## config.mk

```make
export PLATFORM = sky130hd
export DESIGN_NAME = conv1x1_1cycle
export DESIGN_NICKNAME = d
export VERILOG_FILES = /design/src/rtl/conv1x1_1cycle.sv
export SDC_FILE = /design/constraint.sdc
export NUM_CORES = 1
export LEC_CHECK = 0
export ABC_CLOCK_PERIOD_IN_PS = 900
export CORE_MARGIN = 8
export CORE_UTILIZATION = 50
export CTS_CLUSTER_SIZE = 14
export DETAILED_ROUTE_END_ITERATION = 16
export GPL_TIMING_DRIVEN = 0
export HOLD_SLACK_MARGIN = 0.02
export PLACE_DENSITY = 0.73
export SYNTH_ARGS = -nofsm -noshare
export SYNTH_HDL_FRONTEND = slang
export SYNTH_SLANG_ARGS = --single-unit
```

## constraint.sdc

```tcl
create_clock -name clk -period 0.9 [get_ports clk]
set_clock_uncertainty 0.05 [all_clocks]
set_input_delay 0.09 -clock clk [delete_from_list [all_inputs] [get_ports clk]]
set_output_delay 0.09 -clock clk [all_outputs]
set_load 0.05 [all_outputs]
```

## src/rtl/conv1x1_1cycle.sv

```systemverilog
// Single-tap 1x1 convolution element: y = x*w + b with one register stage.
// Multiply and add share a single cycle. This is the unpipelined baseline MAC.
// valid_out is a registered copy of valid_in.
// y holds its last result while no valid operands arrive.
module conv1x1_1cycle #(
   parameter int unsigned WIDTH = 16
) (
   input  logic                 clk,
   input  logic                 rst_n,
   input  logic                 valid_in,
   input  logic [WIDTH-1:0]     x,
   input  logic [WIDTH-1:0]     w,
   input  logic [WIDTH-1:0]     b,
   output logic [2*WIDTH-1:0]   y,
   output logic                 valid_out
);

   logic [2*WIDTH-1:0] x_ext;
   logic [2*WIDTH-1:0] w_ext;
   logic [2*WIDTH-1:0] b_ext;
   logic [2*WIDTH-1:0] mac;

   logic [2*WIDTH-1:0] y_d;
   logic [2*WIDTH-1:0] y_q;
   logic               valid_d;
   logic               valid_q;

   // Zero-extend operands so the full-width product and sum cannot wrap.
   always_comb begin
      x_ext = {{WIDTH{1'b0}}, x};
      w_ext = {{WIDTH{1'b0}}, w};
      b_ext = {{WIDTH{1'b0}}, b};
      mac   = (x_ext * w_ext) + b_ext;
   end

   // Next state: capture a new result only on valid input, otherwise hold y.
   always_comb begin
      y_d     = y_q;
      valid_d = valid_in;
      if (valid_in) begin
         y_d = mac;
      end
   end

   // Result and qualifier registers; reset clears both without waiting for clk.
   always_ff @(posedge clk or negedge rst_n) begin
      if (!rst_n) begin
         y_q     <= '0;
         valid_q <= 1'b0;
      end else begin
         y_q     <= y_d;
         valid_q <= valid_d;
      end
   end

   assign y         = y_q;
   assign valid_out = valid_q;

endmodule

```

==> metrics.csv <==
stage,metric,value,unit
drt,Routed Wire Length,31.8,mm
sta,final worst-path cycle share,590,%
layout,share of layout cells above drive strength 1,30.6,%
setup_path,worst path cell trace,buf_12 -> clkbuf_16 -> and2_1 -> fa_1 -> inv_1 -> fa_2 -> inv_1 -> fa_1 -> fa_2 -> fa_1 -> inv_1 -> fa_1 -> inv_1 -> ha_4 -> a21o_1 -> a31o_4 -> a311oi_2 -> a21oi_2 -> o32ai_2 -> xor2_1 -> a21oi_1,
synthesis,fraction of registers with async set/reset,100,%
setup_path,Bufs and invs on worst path,6,
clock_network,CTS tree,yes,
global_route,Overall Global Routing Usage,24.8,%
layout,ANT cells,0,
clock_network,CTS Buf Count,5,
floorplanning,Core ar.,20200,um^2
setup_path,critical path class,input port to flip-flop,
synthesis,prevailing post-synth register cell,dfrtp_1,
layout,post-route cell area,14100,um^2
worst_hold_path,Hold WC Path Type,input port to asynchronous set/reset pin,
setup_path,slowest cell on the critical path,fa_1,
setup_path,beginning of the worst register-to-register path,y[26]$_DFFE_PN0P_,
drt,highest metal used,met4,
placed_design,Area after DPL,12000,um^2
drt,DRT Pass-1 Iters,5,
synthesis,Syn Std Cell Area,10300,um^2
layout,nets,1688,
clock_network,H-tree depth,2,
drt,met2 WL,16.6,mm
global_route,largest net degree at the start of global routing,34,
layout,Synth-to-Final Area Change,36.9,%
outcome,failing checks,"hold timing, setup timing",
setup_path,CP peak stage delay,0.55,ns
setup_path,CP top delay family,adder cells,
synthesis,largest cells by area after synthesis,"fa_1 (41%), ha_1 (13%), inv_1 (9.9%)",
drt,drt drc,0,
floorplanning,chip height,159,um
synthesis,"Seq/Total Area, Yosys",8.03,%
floorplanning,Top Ports,84,
synthesis,Yosys warning count,0,
placed_design,dpl cells,1491,
floorplanning,Die Area,25400,um^2
sta,max-slew violations,0,
drt,via count,8578,
placed_design,port buffer count,83,
sta,Final Hold Fails,33,
global_route,GRT overflow,0,
synthesis,number of synthesized register bits,33,
outcome,status,"finished, violations left",
floorplanning,num rows,52,
global_route,first-pass GRT wire length,50.4,mm
clock_network,Root Driver,clkbuf_16,
synthesis,Commonest cells post-synth,"inv_1 (270), fa_1 (210), nand2_1 (162)",
setup_path,R2R cell count,2,
placed_design,Placer Congestion,0.889,
setup_path,worst endpoint required time,0.99,ns
drt,Met3 Wirelength,1.97,mm
layout,final non-filler cell total,1592,
sta,Final WS setup,-4.41,ns
sta,RSZ-0062 raised after global routing,true,
drt,Vias/cell,5.39,
synthesis,syn avg cell area,9.03,um^2
drt,M1 wire length,12.6,mm
synthesis,"count leader, synth",inv_1,
setup_path,worst path arrival time,5.40,ns
synthesis,Synth area leader,fa_1,
global_route,initial antenna violation count,0,
synthesis,top-area cell type share of the netlist area,40.9,%
synthesis,post-synthesis cell type count,50,
drt,DR WL/cell,20.0,um
sta,post-layout min period,5.31,ns
setup_path,Worst Path Max Fanout,7,
sta,FMAX,0.188,GHz
drt,ANT nets after route,0,
clock_network,Worst-Skew Late Latency,0.27,ns
setup_path,crit path capture type,flip-flop,
setup_path,R2R Setup Slk,-0.08,ns
sta,max_slew headroom,50.2,%
synthesis,Post-synth EDFFs,0,
sta,final setup fails,64,
sta,Fin Hold WS,-0.174,ns
synthesis,Synthesized Nets,1505,
setup_path,R2R Path End,y[26]$_DFFE_PN0P_,
sta,Slew @ Worst Pin,0.747,ns
floorplanning,die width,159,um
drt,drt first-iter violations,540,
flow_run,max cap viols,0,
setup_path,startpoint types,input port,
clock_network,clk buf depth,2,
clock_network,CTS Sinks,33,
global_route,vias in the first global route,9494,
placed_design,HPWL Detailed,23.5,mm
floorplanning,Initial Utilization,50.8,%
synthesis,Post-Synthesis Cells,1138,
clock_network,Clock transition at path regs,0.05,ns
-- sequential cells by signal, indices dropped and copies added (netlist names) --
name       count
valid_out      1
y             32
-- metrics by stage --
step                      util, %  hold slack, ns  worst slack [ns]  setup TNS [ns]
after floorplan                 -          -0.256             -4.23         -105.78
after global placement       59.5           0.440             -5.56         -187.55
after detailed placement     59.5           0.139             -5.58         -156.20
after CTS                    66.9          -0.151             -4.42         -112.87
after global routing         69.6          -0.105             -4.60         -119.10
final                        69.6          -0.174             -4.41         -114.51
-- worst reg2reg max path, stage by stage, from the launching register on --
cell	delay, ns
dfrtp_1	0.41
buf_4	0.15
mux2_4	0.26
-- worst max-delay path by stage --
stage          depth (start not counted)  start                 to  slack (ns)
2_1_floorplan                         20   w[4]  y[26]$_DFFE_PN0P_       -4.23
3_3_place_gp                          19   x[8]  y[31]$_DFFE_PN0P_       -5.56
3_5_place_dp                          19   x[8]  y[31]$_DFFE_PN0P_       -5.58
4_1_cts                               21  w[10]  y[26]$_DFFE_PN0P_       -4.42
5_1_grt                               19   w[5]  y[30]$_DFFE_PN0P_       -4.60
6_report                              21   w[4]  y[30]$_DFFE_PN0P_       -4.41
-- kinds of logic (layout without fill, tap and decap cells) --
group	after synthesis	after routing	share of synthesized area [%]
buffers and inverters	312	496	11.4
adder cells (fa/ha/maj)	316	316	53.8
XOR/XNOR	25	25	2.13
AO/OA/AOI/OAI	102	102	6.68
multiplexers	20	20	2.19
flip-flops	33	33	8.03
AND/OR/NAND/NOR	330	330	15.8
-- layout by cell type, fill, tap and decap left out, types with 13 or more instances in the layout --
cell type  instances
fa_2              15
ha_4              26
and2_1            98
and2_4            19
nor2_1            21
nand2_1          143
nand2_2           14
buf_4             74
inv_1            238
clkbuf_16         22
ha_1              72
inv_2             32
mux2_4            13
fa_1             195
a21oi_1           23
buf_6             62
dfrtp_1           32
buf_12            17
-- per-layer routing --
metal  track usage (%)  vias to the layer above
met5                 0                        -
met4              5.62                        0
met3              3.59                       62
met2              44.6                      327
met1              30.8                     4403
li1                  -                     3786
-- final cells by class --
cell class | instances | area (um^2)
Multi-Input combinational cell | 793 | 9190
Timing Repair Buffer | 180 | 1870
Sequential cell | 33 | 827
Inverter | 270 | 1010
Tap cell | 270 | 338
Buffer | 38 | 681
Fill cell | 1427 | 6160
Clock buffer | 7 | 153
Clock inverter | 1 | 5.00
-- what timing repair did --
| item | CTS | global route |
|---|---|---|
| endpoints found under the hold margin | 33 | 33 |
| endpoints found under the setup margin | 65 | 65 |
| resized for setup | 613 | 97 |
| setup buffers | 63 | 34 |
| pin swaps | 96 | 74 |
| gates cloned | 2 | 0 |
Power is not shown: default switching activity piles up to over one toggle a cycle in this logic, so the estimate is an artifact.
==> edit (config.mk and constraints unchanged) <==
The output `valid_out` loses its register stage (`valid_q` becomes a continuous assignment).
--- a/src/rtl/conv1x1_1cycle.sv
+++ b/src/rtl/conv1x1_1cycle.sv
@@ -46,12 +46,12 @@
    always_ff @(posedge clk or negedge rst_n) begin
       if (!rst_n) begin
          y_q     <= '0;
-         valid_q <= 1'b0;
       end else begin
          y_q     <= y_d;
-         valid_q <= valid_d;
       end
    end
+
+   assign valid_q = valid_d;
 
    assign y         = y_q;
    assign valid_out = valid_q;
Function: changed (Yosys sat finds a counterexample within 4 cycles, from zero or initial values and one cycle with rst_n low).
==> edit against the original RTL <==
The run still ends with hold timing, setup timing left. Area after synthesis shrank 0.17%. Fmax shrank 0.95%. Wire length grew 2.2%. Worst setup slack lost 0.051 ns. Cell area grew 1.0%. Via count grew 1.3%. Sequential cell count shrank 1.
Power is left out: the tool's default activity adds up to more than one toggle a clock period on the data nets, which glitch-free logic cannot reach.
==> edit: results (changes against the original RTL) <==
global_routing:
  grt_pass1_vias: 9392  # was 9494
  grt_max_degree: 33  # was 34
  track_usage_pct: 24.7  # was 24.8%
timing:
  worst_pin_slew_ns: 0.799  # was 0.747 ns
  fin_setup_tns_ns: -117.25  # was -114.51 ns
  worst_slack_ns: -4.46  # was -4.41 ns
  holdWs_ns: -0.183  # was -0.174 ns
  setup_violations: 64  # unchanged
  hold_viol: 32  # was 33
run_status:
  violations: "hold timing, setup timing"  # unchanged
  status: "finished with violations"  # unchanged
route:
  wl_per_cell_um: 20.3  # was 20.0 um
  viasPerCell: 5.42  # was 5.39
  firstDrtPassIters: 4  # was 5
yosys:
  netlist_top_cells_area: "fa_1 (41%), ha_1 (13%), inv_1 (9.9%)"  # unchanged
  ys_types: 51  # was 50
  ys_seq_area_share_pct: 7.80  # was 8.03%
place:
  dp_worst_setup_slack_ns: -5.60  # was -5.58 ns
  gp_congestion: 0.909  # was 0.889
  hpwl_um: 23500  # about the same
  placed_area_mm2: 0.0120  # about the same
critical_path:
  reg2reg_from: "y[8]$_DFFE_PN0P_"  # was y[26]$_DFFE_PN0P_
  r2r_end: "y[8]$_DFFE_PN0P_"  # was y[26]$_DFFE_PN0P_
  slowest_delay_ns: 0.58  # was 0.55 ns
finish:
  nets: 1700  # was 1688
-- edit: worst min path at each step --
stage,endpoint,start,slack (ns)
after global placement,y[4]$_DFFE_PN0P_,y[4]$_DFFE_PN0P_,0.43
after global routing,y[0]$_DFFE_PN0P_,rst_n,-0.12
after floorplan,y[0]$_DFFE_PN0P_,rst_n,-0.26
after CTS,y[0]$_DFFE_PN0P_,rst_n,-0.16
final,y[9]$_DFFE_PN0P_,rst_n,-0.18
after detailed placement,y[0]$_DFFE_PN0P_,rst_n,0.12
-- edit: repair_timing --
| item | CTS | global route |
|---|---|---|
| gates cloned | 2 | 0 |
| gates resized for setup | 552 | 156 |
| hold endpoints to repair | 32 | 32 |
| pin swaps | 84 | 110 |
| setup endpoints to repair | 65 | 64 |
| buffers inserted | 63 | 44 |
-- edit: kinds of logic after synthesis --
logic type	count (synthesis)	synth area share, %
buf+inv	313	11.5
flops	32	7.80
fa+ha+maj	316	53.9
mux	20	2.19
simple gates	330	15.8
xor+xnor	25	2.13
compound gates	102	6.69
-- edit: per-layer routing --
metal | track usage, % | vias up | part of all wire [%]
met1 | 31.2 | 4372 | 38
met4 | 6.90 | 0 | 3.8
met3 | 5.35 | 108 | 8.1
met5 | 0 | - | 0
li1 | - | 3799 | -
met2 | 42.0 | 413 | 50
-- edit: per-stage QoR --
step	hold WS (ns)	cells
2_1_floorplan	-0.256	1138
3_3_place_gp	0.430	1491
3_5_place_dp	0.123	1491
4_1_cts	-0.161	1563
5_1_grt	-0.118	1604
6_report	-0.183	1604
-- edit: final cells by class --
cell class / count / area [um^2]
Buffer: 40 / 711
Clock buffer: 6 / 129
Clock inverter: 2 / 35.0
Inverter: 270 / 1010
Sequential cell: 32 / 802
Tap cell: 270 / 338
Multi-Input combinational cell: 793 / 9240
Timing Repair Buffer: 191 / 1950
Fill cell: 1384 / 5950
-- edit: worst register-to-register path: stages (launching register included) --
cell and delay [ns]:
dfrtp_1 0.39, buf_4 0.15, mux2_4 0.27
